**config.mk**
```make
export PLATFORM = sky130hd
export DESIGN_NAME = tlrot_host_arb
export DESIGN_NICKNAME = d
export VERILOG_FILES = /design/src/rtl/tlrot_arb_pkg.sv /design/src/rtl/tlrot_slot_table.sv /design/src/rtl/tlrot_host_arb.sv
export SDC_FILE = /design/constraint.sdc
export NUM_CORES = 1
export LEC_CHECK = 0
export BUFFER_PORTS_ARGS = -buffer_cell sky130_fd_sc_hd__buf_2
export CORE_AREA = 5 5 139 141
export DETAILED_ROUTE_END_ITERATION = 10
export DIE_AREA = 0 0 144 146
export GPL_TIMING_DRIVEN = 0
export PLACE_DENSITY = 0.56
export SLEW_MARGIN = 30
export SYNTH_ARGS = -nofsm -noshare
export SYNTH_HDL_FRONTEND = slang
export SYNTH_SLANG_ARGS = --single-unit
```
**constraint.sdc**
```tcl
create_clock -name clk_i -period 3 [get_ports clk_i]
set_input_delay 0.45 -clock clk_i [delete_from_list [all_inputs] [get_ports clk_i]]
set_output_delay 0.45 -clock clk_i [all_outputs]
set_load 0.05 [all_outputs]
```
**src/rtl/tlrot_arb_pkg.sv**
```systemverilog
// rtl/tlrot_arb_pkg.sv - shared types and TL-UL field widths for the TLROT host arbiter
package tlrot_arb_pkg;

    localparam int OpW      = 3;
    localparam int SizeW    = 2;
    localparam int SrcW     = 8;
    localparam int AddrW    = 32;
    localparam int DataW    = 32;
    localparam int MaskW    = 4;
    // Sized for the largest supported host count (8) so the entry layout is fixed.
    localparam int HostIdxW = 3;

    typedef struct packed {
        logic                busy;
        logic [HostIdxW-1:0] host_idx;
        logic [SrcW-1:0]     orig_source;
    } slot_entry_t;

endpackage

```
**src/rtl/tlrot_slot_table.sv**
```systemverilog
// rtl/tlrot_slot_table.sv - outstanding-transaction table: lowest-free allocation, free by index, lookup, busy count
module tlrot_slot_table
    import tlrot_arb_pkg::*;
#(
    parameter int MaxOut = 4,
    parameter int SlotW  = 2
) (
    input  logic                clk_i,
    input  logic                rst_ni,
    input  logic                alloc_i,
    input  logic [HostIdxW-1:0] alloc_host_i,
    input  logic [SrcW-1:0]     alloc_src_i,
    input  logic                free_i,
    input  logic [SlotW-1:0]    free_idx_i,
    input  logic [SlotW-1:0]    lookup_idx_i,
    output slot_entry_t         lookup_o,
    output logic [SlotW-1:0]    free_slot_o,
    output logic                have_slot_o,
    output logic [SlotW:0]      busy_cnt_o
);

    slot_entry_t        slot_q [MaxOut];
    slot_entry_t        slot_d [MaxOut];
    logic [SlotW:0]     busy_cnt_q;
    logic [SlotW:0]     busy_cnt_d;

    // Descending scan leaves the lowest free index as the final winner.
    always_comb begin
        free_slot_o = '0;
        have_slot_o = 1'b0;
        for (int i = MaxOut - 1; i >= 0; i--) begin
            if (!slot_q[i].busy) begin
                free_slot_o = SlotW'(i);
                have_slot_o = 1'b1;
            end
        end
    end

    always_comb begin
        lookup_o = '0;
        for (int i = 0; i < MaxOut; i++) begin
            if (SlotW'(i) == lookup_idx_i) begin
                lookup_o = slot_q[i];
            end
        end
    end

    // Allocation targets a slot that was free before this cycle, so it never
    // collides with the slot being released in the same cycle.
    always_comb begin
        busy_cnt_d = '0;
        for (int i = 0; i < MaxOut; i++) begin
            slot_d[i] = slot_q[i];
            if (free_i && (SlotW'(i) == free_idx_i)) begin
                slot_d[i].busy = 1'b0;
            end
            if (alloc_i && (SlotW'(i) == free_slot_o)) begin
                slot_d[i].busy        = 1'b1;
                slot_d[i].host_idx    = alloc_host_i;
                slot_d[i].orig_source = alloc_src_i;
            end
            busy_cnt_d = busy_cnt_d + (SlotW + 1)'(slot_d[i].busy);
        end
    end

    always_ff @(posedge clk_i or negedge rst_ni) begin
        if (!rst_ni) begin
            for (int i = 0; i < MaxOut; i++) begin
                slot_q[i] <= '0;
            end
            busy_cnt_q <= '0;
        end else begin
            for (int i = 0; i < MaxOut; i++) begin
                slot_q[i] <= slot_d[i];
            end
            busy_cnt_q <= busy_cnt_d;
        end
    end

    assign busy_cnt_o = busy_cnt_q;

endmodule

```
**src/rtl/tlrot_host_arb.sv**
```systemverilog
// rtl/tlrot_host_arb.sv - round-robin TL-UL host arbiter with source rewrite in front of the TLROT slave port
module tlrot_host_arb
    import tlrot_arb_pkg::*;
#(
    parameter int NumHosts = 2,
    parameter int MaxOut   = 4
) (
    input  logic                      clk_i,
    input  logic                      rst_ni,
    input  logic [NumHosts-1:0]       h_a_valid_i,
    output logic [NumHosts-1:0]       h_a_ready_o,
    input  logic [NumHosts*OpW-1:0]   h_a_opcode_i,
    input  logic [NumHosts*OpW-1:0]   h_a_param_i,
    input  logic [NumHosts*SizeW-1:0] h_a_size_i,
    input  logic [NumHosts*SrcW-1:0]  h_a_source_i,
    input  logic [NumHosts*AddrW-1:0] h_a_address_i,
    input  logic [NumHosts*MaskW-1:0] h_a_mask_i,
    input  logic [NumHosts*DataW-1:0] h_a_data_i,
    output logic [NumHosts-1:0]       h_d_valid_o,
    input  logic [NumHosts-1:0]       h_d_ready_i,
    output logic [OpW-1:0]            h_d_opcode_o,
    output logic [OpW-1:0]            h_d_param_o,
    output logic [SizeW-1:0]          h_d_size_o,
    output logic [SrcW-1:0]           h_d_source_o,
    output logic                      h_d_sink_o,
    output logic [DataW-1:0]          h_d_data_o,
    output logic                      h_d_denied_o,
    output logic                      a_valid_o,
    input  logic                      a_ready_i,
    output logic [OpW-1:0]            a_opcode_o,
    output logic [OpW-1:0]            a_param_o,
    output logic [SizeW-1:0]          a_size_o,
    output logic [SrcW-1:0]           a_source_o,
    output logic [AddrW-1:0]          a_address_o,
    output logic [MaskW-1:0]          a_mask_o,
    output logic [DataW-1:0]          a_data_o,
    input  logic                      d_valid_i,
    output logic                      d_ready_o,
    input  logic [OpW-1:0]            d_opcode_i,
    input  logic [OpW-1:0]            d_param_i,
    input  logic [SizeW-1:0]          d_size_i,
    input  logic [SrcW-1:0]           d_source_i,
    input  logic                      d_sink_i,
    input  logic [DataW-1:0]          d_data_i,
    input  logic                      d_denied_i,
    output logic [$clog2(MaxOut > 1 ? MaxOut : 2):0] busy_cnt_o,
    output logic                      route_err_o
);

    localparam int SlotW = (MaxOut > 1) ? $clog2(MaxOut) : 1;
    localparam int HostW = $clog2(NumHosts);

    logic [HostW-1:0]    rr_ptr_q, rr_ptr_d;
    logic                lock_vld_q, lock_vld_d;
    logic [HostW-1:0]    lock_host_q, lock_host_d;
    logic                route_err_q, route_err_d;

    logic [HostW-1:0]    grant;
    logic [HostW-1:0]    cand;
    logic                found;
    logic [SlotW-1:0]    free_slot;
    logic                have_slot;
    logic                a_fire;
    logic [SlotW-1:0]    d_idx;
    slot_entry_t         d_entry;
    logic                d_hit;
    logic                d_sel_ready;
    logic                d_fire;

    tlrot_slot_table #(
        .MaxOut (MaxOut),
        .SlotW  (SlotW)
    ) u_slot_table (
        .clk_i        (clk_i),
        .rst_ni       (rst_ni),
        .alloc_i      (a_fire),
        .alloc_host_i (HostIdxW'(grant)),
        .alloc_src_i  (h_a_source_i[grant*SrcW +: SrcW]),
        .free_i       (d_fire),
        .free_idx_i   (d_idx),
        .lookup_idx_i (d_idx),
        .lookup_o     (d_entry),
        .free_slot_o  (free_slot),
        .have_slot_o  (have_slot),
        .busy_cnt_o   (busy_cnt_o)
    );

    always_comb begin
        grant = rr_ptr_q;
        cand  = '0;
        found = 1'b0;
        if (lock_vld_q) begin
            grant = lock_host_q;
        end else begin
            for (int k = 0; k < NumHosts; k++) begin
                cand = HostW'((int'(rr_ptr_q) + k) % NumHosts);
                if (!found && h_a_valid_i[cand]) begin
                    grant = cand;
                    found = 1'b1;
                end
            end
        end
    end

    // Handshake outputs are held low while reset is asserted.
    always_comb begin
        a_valid_o   = rst_ni & have_slot & h_a_valid_i[grant];
        a_fire      = a_valid_o & a_ready_i;
        h_a_ready_o = '0;
        h_a_ready_o[grant] = rst_ni & have_slot & a_ready_i;
        a_opcode_o  = h_a_opcode_i[grant*OpW +: OpW];
        a_param_o   = h_a_param_i[grant*OpW +: OpW];
        a_size_o    = h_a_size_i[grant*SizeW +: SizeW];
        a_address_o = h_a_address_i[grant*AddrW +: AddrW];
        a_mask_o    = h_a_mask_i[grant*MaskW +: MaskW];
        a_data_o    = h_a_data_i[grant*DataW +: DataW];
        a_source_o  = SrcW'(free_slot);
    end

    always_comb begin
        rr_ptr_d    = rr_ptr_q;
        lock_vld_d  = lock_vld_q;
        lock_host_d = lock_host_q;
        if (a_fire) begin
            rr_ptr_d   = HostW'((int'(grant) + 1) % NumHosts);
            lock_vld_d = 1'b0;
        end else if (a_valid_o) begin
            lock_vld_d  = 1'b1;
            lock_host_d = grant;
        end
    end

    assign d_idx = d_source_i[SlotW-1:0];
    assign d_hit = (d_source_i < SrcW'(MaxOut)) && d_entry.busy;

    always_comb begin
        h_d_valid_o = '0;
        d_sel_ready = 1'b0;
        for (int h = 0; h < NumHosts; h++) begin
            if (d_hit && (d_entry.host_idx == HostIdxW'(h))) begin
                h_d_valid_o[h] = rst_ni & d_valid_i;
                d_sel_ready    = h_d_ready_i[h];
            end
        end
        // Beats for unknown slots are swallowed so the slave never stalls on them.
        d_ready_o    = rst_ni & (d_hit ? d_sel_ready : d_valid_i);
        d_fire       = d_hit & d_valid_i & d_ready_o;
        route_err_d  = route_err_q | (rst_ni & d_valid_i & ~d_hit);
        h_d_source_o = d_hit ? d_entry.orig_source : d_source_i;
        h_d_opcode_o = d_opcode_i;
        h_d_param_o  = d_param_i;
        h_d_size_o   = d_size_i;
        h_d_sink_o   = d_sink_i;
        h_d_data_o   = d_data_i;
        h_d_denied_o = d_denied_i;
    end

    always_ff @(posedge clk_i or negedge rst_ni) begin
        if (!rst_ni) begin
            rr_ptr_q    <= '0;
            lock_vld_q  <= 1'b0;
            lock_host_q <= '0;
            route_err_q <= 1'b0;
        end else begin
            rr_ptr_q    <= rr_ptr_d;
            lock_vld_q  <= lock_vld_d;
            lock_host_q <= lock_host_d;
            route_err_q <= route_err_d;
        end
    end

    assign route_err_o = route_err_q;

endmodule

```
==> flow_metrics.py, run 1 <==
metrics = {
    "flow_run": {
        "max_cap_viol_count": 0,
    },
    "placement": {
        "io_buffer_count": 319,
        "place.gp.congestion": 0.869,
        "place.detailed.instances": 928,
        "dpl.hpwl_mm": 18.2,
    },
    "timing": {
        "final_min_period_over_clock_period": 0.949,
        "hold_viol_final": 0,
        "timing.fmax_mhz": 351,
        "tightest_slew_ps": 798,
        "clock_skew_ps": 4.27,
        "fin_crit_ps": 2850,
        "final_max_slew_viol_count": 0,
        "worst_slew_margin_rel": 0.466,
        "setup_viol": 0,
        "fin_setup_tns_ps": 0,
    },
    "floorplan": {
        "dieHeight_um": 146,
        "placement_rows": 49,
        "die_width_um": 144,
        "boundaryPins": 370,
        "floorplan.die_area_mm2": 0.0210,
        "floorplan.core_area_mm2": 0.0178,
        "initial_utilization": 0.215,
    },
    "finish": {
        "fillerInstances": 1914,
        "layout.nets": 938,
        "final_layout_size_suffix_gt1_frac": 0.646,
        "area.growth.synth_to_final_pct": 54.8,
        "finish.cell_count_without_fillers": 945,
        "register_area_mm2": 0.00118,
        "final_core_util": 0.332,
        "multi_input_gate_area_in_the_final_layout_mm2": 0.00213,
    },
    "clock_network": {
        "clock_tree.htree_level_count": 2,
        "cts_num_sinks": 47,
        "clk-insertion-delay-late_ps": 290,
        "cts_max_path_buffers": 2,
        "holdBufCountCts": 0,
        "clockRootBuffer": "clkbuf_16",
        "tritoncts": "yes",
        "clkTransAtPathRegs_ps": 60,
        "cts_buffers": 5,
    },
    "outcome": {
        "status": "finished clean",
    },
    "worst_setup_path": {
        "start_kind": "input port",
        "cp-end-kind": "output port",
        "wp_data_arrival_ps": 2400,
        "timing_worst_setup_path_type": "in -> out",
        "worstPathMaxFanout": 10,
        "worst_ep_required_time_ps": 2550,
    },
    "yosys": {
        "syn_inst": 375,
        "syn-cell-area_mm2": 0.00383,
        "netlist-cell-type-count": 43,
        "synth_edf_count": 0,
        "postSynth.topFlopCell": "dfrtp_1",
        "avg_synthesized_cell_area_um2": 10.2,
        "seq_area_frac_synth": 0.307,
        "library_cell_with_the_largest_summed_area_after_synthesis": "dfrtp_1",
        "synth.yosys.warnings": 0,
        "synth.area.top_cells": "dfrtp_1 31%, mux2_2 13%, mux2_1 11%, buf_4 11%, a31oi_1 5.6%",
        "synthDominantCellAreaShare": 0.307,
        "share_of_synthesized_flip_flops_with_an_asynchronous_set_or_reset": 1.00,
        "yosys_register_bits": 47,
    },
    "grt": {
        "number_of_global_route_vias_before_repair": 4543,
        "globalRouteTotalUtil": 0.191,
        "antenna_violations_before_repair": 8,
        "wire_length_of_the_first_global_routing_pass_mm": 29.7,
        "total_overflow_reported_by_the_global_router": 0,
        "pin_count_of_the_biggest_net_entering_global_routing": 56,
    },
    "power": {
        "share_clk_of_total_power": 0.089,
        "total_switching_power_w": 0.00364,
        "pwr_density_cell_mw_per_mm2": 1050,
        "proportion_of_power_drawn_by_flip_flops_and_latches": 0.179,
        "total_leakage_power_nw": 3.02,
        "sw_frac_of_total": 0.581,
        "p_int_w": 0.00262,
        "max-vdd-ir-drop_v": 0.000538,
        "comb_power_share": 0.733,
        "fin_total_pwr_w": 0.00626,
    },
    "routing": {
        "drt_first_pass_iters": 5,
        "route.detailed.vias_per_inst": 4.55,
        "detail_route.wirelength_mm": 21.3,
        "via_count": 4303,
        "initialDrtViolationCount": 254,
        "avgRoutedWirePerCell_um": 22.5,
        "drt.antenna.violating_nets": 0,
        "drcViolationCount": 0,
    },
    "min_path": {
        "classification_of_the_worst_slack_hold_path": "in -> async",
    },
}
## Yosys cell counts, types with 2 or more instances
cell type and number:
nand2b_1 3, a31oi_1 34, nor2b_1 3, nand4_1 3, o32a_1 2, mux2_1 39
dfrtp_1 47, buf_4 54, o21ai_0 11, buf_6 5, inv_1 7, a211oi_4 2
and2_1 4, clkbuf_1 3, buf_2 8, mux2_2 45, nand3_1 9, mux2i_1 4
mux4_2 8, ha_1 2, nor2_1 17, nand2_1 9, a21o_1 7, a21oi_1 29
and3_1 2
## repair_timing
item | CTS | global route
endpoints found under the setup margin | 1 | 4
pin swaps | 0 | 1
resized for setup | 2 | 3
setup buffers | 0 | 3
## cell families after synthesis
kind of cell | after synthesis | share of synthesized area
AND/OR/NAND/NOR | 55 | 0.0705
adder cells (fa/ha/maj) | 3 | 0.0118
multiplexers | 97 | 0.308
other | 1 | 0.000978
flip-flops | 47 | 0.307
AO/OA/AOI/OAI | 93 | 0.159
buffers and inverters | 79 | 0.143
## routing by layer
layer / share of wire / GRT usage
met1: 0.37 / 0.238
met2: 0.47 / 0.306
met3: 0.14 / 0.0868
met4: 0.014 / 0.0334
met5: 0.0011 / 0
## through the flow
stage | setup WS, ps | instance area (µm²) | hold slack [ps]
after floorplan | 130 | 3850 | 154
after global placement | -822 | 5730 | 467
after detailed placement | -396 | 5740 | 474
after CTS | 44.9 | 5890 | 123
after global routing | -11.7 | 5920 | 137
final | 153 | 5930 | 106
## critical path: stages
cell	delay (ps)
buf_2	130
nand2b_1	170
a211o_1	310
buf_6	150
nand2_2	140
buf_4	220
buf_6	170
mux2_1	410
clkbuf_4	250
## registers in the layout, indices dropped and copies added, names as in the netlist
| name | cells |
|---|---|
| u_slot_table.slot_q | 40 |
| u_slot_table.busy_cnt_o | 3 |
| lock_host_q | 1 |
| lock_vld_q | 1 |
| route_err_o | 1 |
| rr_ptr_q | 1 |
## power groups by stage
stage                     registers (W)  logic (W)  clock network (W)
after global placement          0.00112    0.00459                  0
after global routing            0.00116    0.00488           0.000592
after floorplan                 0.00114    0.00333                  0
after detailed placement        0.00112    0.00459                  0
final                           0.00112    0.00458           0.000555
after CTS                       0.00111    0.00461           0.000567
## worst paths after layout
| kind | start | to | depth (start not counted) | slack, ps |
|---|---|---|---|---|
| worst min-delay path | rst_ni | route_err_o | 1 | 110 |
| worst max-delay path | h_a_valid_i[1] | a_data_o[7] | 9 | 150 |
| worst min register to register | route_err_o | route_err_o | 1 | 480 |
| max in group asynchronous | rst_ni | u_slot_table.slot_q[38] | 1 | 2530 |
| min in group clk_i | d_valid_i | route_err_o | 3 | 430 |
| worst max register to register | u_slot_table.slot_q[23] | u_slot_table.busy_cnt_o[1] | 8 | 200 |
## final cells by class
| type | instances | area share |
|---|---|---|
| diodes | 6 | 0.00253 |
| plain buffers | 71 | 0.0877 |
| clock buffers | 5 | 0.0211 |
| clock inverters | 3 | 0.00337 |
| inverters | 8 | 0.00506 |
| multi-input cells | 254 | 0.359 |
| flip-flops and latches | 47 | 0.198 |
| well taps | 229 | 0.0483 |
| repair buffers | 322 | 0.274 |
## cell usage in the layout (no fill, tap or decap), drive strengths merged, types with 2 or more instances in the layout
cell type  netlist  routed
a211oi           3       3
diode            0       6
and2             4       4
a31oi           34      34
mux2i            5       5
nand2b           3       3
o32a             2       2
nand4            3       3
clkinvlp         0       2
ha               2       2
mux2            84      84
clkbuf           3       9
dfrtp           47      47
conb             1       6
nor2            17      17
inv              7       7
a21o             7       7
nand3            9       9
mux4             8       8
and3             2       2
nor2b            3       3
buf             68     389
clkinv           1       2
a21oi           29      29
nand2           10      10
o21ai           12      12
Power figures use the tool's default switching activity.
==> inputs of run 2 (changes only) <==
--- a/config.mk
+++ b/config.mk
@@ -6,11 +6,11 @@
 export NUM_CORES = 1
 export LEC_CHECK = 0
 export BUFFER_PORTS_ARGS = -buffer_cell sky130_fd_sc_hd__buf_2
-export CORE_AREA = 5 5 139 141
+export CORE_AREA = 5 5 142 144
 export DETAILED_ROUTE_END_ITERATION = 10
-export DIE_AREA = 0 0 144 146
+export DIE_AREA = 0 0 147 149
 export GPL_TIMING_DRIVEN = 0
-export PLACE_DENSITY = 0.56
+export PLACE_DENSITY_LB_ADDON = 0.12
 export SLEW_MARGIN = 30
 export SYNTH_ARGS = -nofsm -noshare
 export SYNTH_HDL_FRONTEND = slang
==> constraint.sdc (replaced) <==
create_clock -name clk_i -period 3.5 [get_ports clk_i]
set_input_delay 0.525 -clock clk_i [delete_from_list [all_inputs] [get_ports clk_i]]
set_output_delay 0.525 -clock clk_i [all_outputs]
set_load 0.05 [all_outputs]
==> flow_metrics.py, run 2 (synthesized netlist as in run 1, its figures left out) <==
metrics = {
    "clock_network": {
        "postCtsSetupRepairBufs": 0,
        "cts_buffers": 5,
        "cts_num_sinks": 47,
        "tritoncts": "yes",
        "clk-insertion-delay-late_ps": 290,
        "clkTransAtPathRegs_ps": 60,
        "clock_tree.htree_level_count": 2,
        "post_cts.resized_instances": 0,
        "clockRootBuffer": "clkbuf_16",
        "cts_max_path_buffers": 2,
        "holdBufCountCts": 0,
    },
    "worst_setup_path": {
        "crit_path_top_delay_cell": "a211oi_4",
        "critical-path-max-stage-delay_ps": 540,
        "cp-startpoint": "rst_ni",
        "worstPathMaxFanout": 55,
        "path_delay_family": "buffers and inverters",
        "start_kind": "input port",
        "timing.critical_path.cells": "buf_4 > nand2_1 > a211oi_4 > and2_1 > buf_6 > nand2b_1 > ha_1 > inv_1 > fa_1 > inv_1 > ha_1",
        "timing_worst_setup_path_type": "in -> reg",
        "wp_data_arrival_ps": 3300,
        "cp-end-kind": "flop",
        "worst_ep_required_time_ps": 3670,
        "worstReg2RegStart": "u_slot_table.slot_q[23]",
        "critical_path_buf_inv_count": 4,
    },
    "timing": {
        "worst_slew_margin_rel": 0.337,
        "hold_viol_final": 0,
        "clock_skew_ps": 3.73,
        "setup_viol": 0,
        "final_min_period_over_clock_period": 0.894,
        "fin_crit_ps": 3130,
        "fin_setup_tns_ps": 0,
        "final_max_slew_viol_count": 0,
        "tightest_slew_ps": 991,
        "grt_setup_unrepaired": "no",
        "timing.fmax_mhz": 320,
    },
    "finish": {
        "largest_register_ff_count": 40,
        "layout.nets": 935,
        "fillerInstances": 2015,
        "layout.cells.most_common_list": "326 x buf_2, 55 x buf_4, 47 x dfrtp_1",
        "registers.top_by_ff_count": "u_slot_table.slot_q",
        "multi_input_gate_area_in_the_final_layout_mm2": 0.00213,
        "register_area_mm2": 0.00118,
        "final_layout_size_suffix_gt1_frac": 0.639,
        "area.growth.synth_to_final_pct": 53.6,
        "layout_commonest_cell": "buf_2",
        "finalInstanceArea_mm2": 0.00589,
    },
    "floorplan": {
        "floorplan.die_area_mm2": 0.0219,
        "boundaryPins": 370,
        "placement_rows": 50,
        "dieHeight_um": 149,
        "initial_utilization": 0.206,
        "die_width_um": 147,
        "floorplan.core_area_mm2": 0.0186,
    },
    "outcome": {
        "status": "finished clean",
    },
    "power": {
        "pwr_density_cell_mw_per_mm2": 893,
        "total_leakage_power_nw": 3.00,
        "max-vdd-ir-drop_v": 0.000324,
    },
    "placement": {
        "place.gp.congestion": 0.805,
        "io_buffer_count": 319,
        "post_dp_cell_area_mm2": 0.00574,
        "dpl.hpwl_mm": 16.9,
    },
    "grt": {
        "antenna_violations_before_repair": 4,
        "pin_count_of_the_biggest_net_entering_global_routing": 56,
        "wire_length_of_the_first_global_routing_pass_mm": 29.1,
        "number_of_global_route_vias_before_repair": 4742,
        "total_overflow_reported_by_the_global_router": 0,
        "globalRouteTotalUtil": 0.172,
    },
    "min_path": {
        "classification_of_the_worst_slack_hold_path": "in -> async",
    },
    "flow_run": {
        "max_cap_viol_count": 0,
    },
    "routing": {
        "drt.antenna.violating_nets": 0,
        "avgRoutedWirePerCell_um": 21.3,
        "drt_first_pass_iters": 4,
        "via_count": 4311,
        "route.detailed.vias_per_inst": 4.57,
        "detail_route.wirelength_mm": 20.1,
        "initialDrtViolationCount": 174,
        "drcViolationCount": 0,
    },
}
## run 2: cell count changes in the layout (fill, tap and decap cells not counted), moves of 2 or more
cell	change
clkinvlp_4	-2
clkbuf_1	+2
diode_2	-3
buf_6	-2
## run 2: final cells by class
class	instances	share of cell area
diodes	3	0.00127
clock inverters	1	0.000850
plain buffers	71	0.0878
multi-input cells	254	0.361
flip-flops and latches	47	0.200
well taps	234	0.0497
clock buffers	7	0.0225
inverters	8	0.00510
repair buffers	319	0.272
## run 2: stage by stage
step / setup slack, ps / utilization / total power (W) / std cells / hold slack [ps]
after floorplan: 480 / - / 0.00383 / 380 / 229
after global placement: -456 / 0.309 / 0.00480 / 933 / 458
after detailed placement: -41.4 / 0.309 / 0.00483 / 933 / 471
after CTS: 248 / 0.316 / 0.00531 / 941 / 312
after global routing: 66.2 / 0.317 / 0.00557 / 944 / 336
final: 370 / 0.317 / 0.00526 / 944 / 275
## run 2: worst paths after layout
path | slack (ps) | end | cells past startpoint
setup / recovery | 370 | u_slot_table.busy_cnt_o[1] | 11
hold / removal | 280 | u_slot_table.busy_cnt_o[2] | 1
setup reg to reg | 410 | u_slot_table.busy_cnt_o[1] | 8
hold reg to reg | 490 | route_err_o | 1
max in group asynchronous | 2750 | u_slot_table.slot_q[25] | 1
min in group clk_i | 490 | route_err_o | 1
## run 2: routing by layer
| metal | track usage | up-vias | routed length (µm) |
|---|---|---|---|
| met5 | 0 | - | 8 |
| met1 | 0.195 | 2090 | 7620 |
| met4 | 0.0396 | 2 | 315 |
| met3 | 0.0672 | 21 | 1840 |
| li1 | - | 1987 | - |
| met2 | 0.307 | 211 | 10300 |
## run 2: where the power goes
group / switching [W] / internal (W)
Sequential: 0.000155 / 0.000801
Clock: 0.000205 / 0.000265
Combinational: 0.00267 / 0.00116
Total: 0.00303 / 0.00223
## run 2: worst register-to-register path: stages (launching register included)
cell and delay [ps]:
dfrtp_1 420, clkinv_1 340, nor2_1 880, and2_1 270, buf_2 270, a21oi_1 100
fa_1 430, inv_1 60, ha_1 210
==> inputs of run 3 (changes only) <==
--- a/config.mk
+++ b/config.mk
@@ -6,9 +6,9 @@
 export NUM_CORES = 1
 export LEC_CHECK = 0
 export BUFFER_PORTS_ARGS = -buffer_cell sky130_fd_sc_hd__buf_2
-export CORE_AREA = 5 5 142 144
+export CORE_AREA = 2 2 143 145
 export DETAILED_ROUTE_END_ITERATION = 10
-export DIE_AREA = 0 0 147 149
+export DIE_AREA = 0 0 145 147
 export GPL_TIMING_DRIVEN = 0
 export PLACE_DENSITY_LB_ADDON = 0.12
 export SLEW_MARGIN = 30
==> flow_metrics.py, run 3 (synthesized netlist as in run 1, its figures left out) <==
metrics = {
    "grt": {
        "wire_length_of_the_first_global_routing_pass_mm": 28.6,
        "total_overflow_reported_by_the_global_router": 0,
        "pin_count_of_the_biggest_net_entering_global_routing": 56,
        "number_of_global_route_vias_before_repair": 4497,
        "antenna_violations_before_repair": 5,
        "globalRouteTotalUtil": 0.178,
    },
    "finish": {
        "registers.top_by_ff_count": "u_slot_table.slot_q",
        "layout_commonest_cell": "buf_2",
        "largest_register_ff_count": 40,
        "final_layout_size_suffix_gt1_frac": 0.641,
        "layout.cells.most_common_list": "326 x buf_2, 55 x buf_4, 47 x dfrtp_1",
        "area.growth.synth_to_final_pct": 56.1,
        "fillerInstances": 2187,
        "layout.nets": 935,
        "finish.cell_count_without_fillers": 979,
    },
    "routing": {
        "detail_route.wirelength_mm": 19.8,
        "avgRoutedWirePerCell_um": 20.2,
        "drcViolationCount": 0,
        "route.detailed.vias_per_inst": 4.33,
        "via_count": 4240,
        "drt.antenna.violating_nets": 0,
        "initialDrtViolationCount": 191,
        "drt_first_pass_iters": 4,
    },
    "timing": {
        "final_min_period_over_clock_period": 0.907,
        "fin_crit_ps": 3170,
        "hold_viol_final": 0,
        "fin_setup_tns_ps": 0,
        "clock_skew_ps": 4.60,
        "tightest_slew_ps": 949,
        "grt_setup_unrepaired": "no",
        "setup_viol": 0,
        "final_max_slew_viol_count": 0,
        "timing.fmax_mhz": 315,
        "worst_slew_margin_rel": 0.365,
        "setup_ws_ps": 325,
        "final.hold.worst_slack_ps": 264,
    },
    "clock_network": {
        "cts_max_path_buffers": 2,
        "tritoncts": "yes",
        "clock_tree.htree_level_count": 2,
        "clk-insertion-delay-late_ps": 290,
        "cts_buffers": 5,
        "holdBufCountCts": 0,
        "clkTransAtPathRegs_ps": 60,
        "postCtsSetupRepairBufs": 0,
        "cts_num_sinks": 47,
        "clockRootBuffer": "clkbuf_16",
        "post_cts.resized_instances": 0,
    },
    "power": {
        "max-vdd-ir-drop_v": 0.000603,
        "fin_total_pwr_w": 0.00543,
        "pwr_density_cell_mw_per_mm2": 907,
        "total_leakage_power_nw": 3.02,
        "share_clk_of_total_power": 0.115,
        "total_switching_power_w": 0.00305,
        "sw_frac_of_total": 0.562,
        "comb_power_share": 0.708,
        "p_int_w": 0.00238,
        "proportion_of_power_drawn_by_flip_flops_and_latches": 0.176,
    },
    "floorplan": {
        "die_width_um": 145,
        "floorplan.die_area_mm2": 0.0213,
        "boundaryPins": 370,
        "initial_utilization": 0.193,
        "dieHeight_um": 147,
        "placement_rows": 52,
        "floorplan.core_area_mm2": 0.0198,
    },
    "placement": {
        "dpl.hpwl_mm": 16.6,
        "io_buffer_count": 319,
        "place.gp.congestion": 0.849,
        "preCtsSetupSlack_ps": -4.98,
        "place.detailed.instances": 969,
    },
    "worst_setup_path": {
        "worstPathMaxFanout": 55,
        "cp-end-kind": "flop",
        "wp_data_arrival_ps": 3350,
        "worst_ep_required_time_ps": 3680,
        "timing_worst_setup_path_type": "in -> reg",
        "ff2ff_setup_slack_ps": 380,
        "start_kind": "input port",
    },
    "min_path": {
        "classification_of_the_worst_slack_hold_path": "in -> async",
    },
    "flow_run": {
        "max_cap_viol_count": 0,
    },
    "outcome": {
        "status": "finished clean",
    },
}
[run 3: cell types whose count changed in the layout (fill, tap and decap cells not counted), sizes merged]
cell / delta
clkbuf: -1
clkinv: -1
bufinv: +2
diode: -1
[run 3: layout make-up]
cell class	count	area (µm²)	share of cell area
plain buffers	71	517	0.0864
flip-flops and latches	47	1180	0.197
diodes	2	5.00	0.000837
well taps	270	338	0.0565
inverters	8	30.0	0.00502
clock buffers	6	129	0.0215
repair buffers	319	1600	0.267
clock inverters	2	60.1	0.0100
multi-input cells	254	2130	0.356
[run 3: worst max-delay path: stages]
cell	delay, ps
buf_4	530
nand2_1	290
a211oi_4	580
and2_1	230
buf_6	170
nand2b_1	150
ha_1	130
inv_1	50
fa_1	380
inv_1	60
ha_1	210
[run 3: path summary, 6_finish.rpt]
kind                                    startpoint                    endpoint  cells past startpoint
min reg2reg                u_slot_table.slot_q[20]     u_slot_table.slot_q[20]                      1
max reg2reg                u_slot_table.slot_q[23]  u_slot_table.busy_cnt_o[1]                      8
min                                         rst_ni     u_slot_table.slot_q[47]                      1
max                                         rst_ni  u_slot_table.busy_cnt_o[1]                     11
min in group clk_i         u_slot_table.slot_q[20]     u_slot_table.slot_q[20]                      1
max in group asynchronous                   rst_ni     u_slot_table.slot_q[25]                      1
[run 3: stage by stage]
step / util / instance area (µm²)
2_1_floorplan: - / 3850
4_1_cts: 0.301 / 5980
3_5_place_dp: 0.292 / 5790
6_report: 0.301 / 5980
3_3_place_gp: 0.292 / 5790
5_1_grt: 0.301 / 5980
[run 3: layer usage]
layer  global-route usage  wire [µm]  vias to the layer above
met2                0.329      10400                      239
met5                    0         13                        -
met3               0.0680       2080                       19
met1                0.197       7110                     1997
met4               0.0292        231                        2
li1                     -          -                     1983
[run 3: power by group through the flow]
| stage | registers [W] | logic [W] | clock network [W] |
|---|---|---|---|
| after global routing | 0.000988 | 0.00409 | 0.000657 |
| final | 0.000956 | 0.00385 | 0.000627 |
| after floorplan | 0.000974 | 0.00285 | 0 |
| after CTS | 0.000955 | 0.00391 | 0.000636 |
| after global placement | 0.000953 | 0.00390 | 0 |
| after detailed placement | 0.000962 | 0.00390 | 0 |
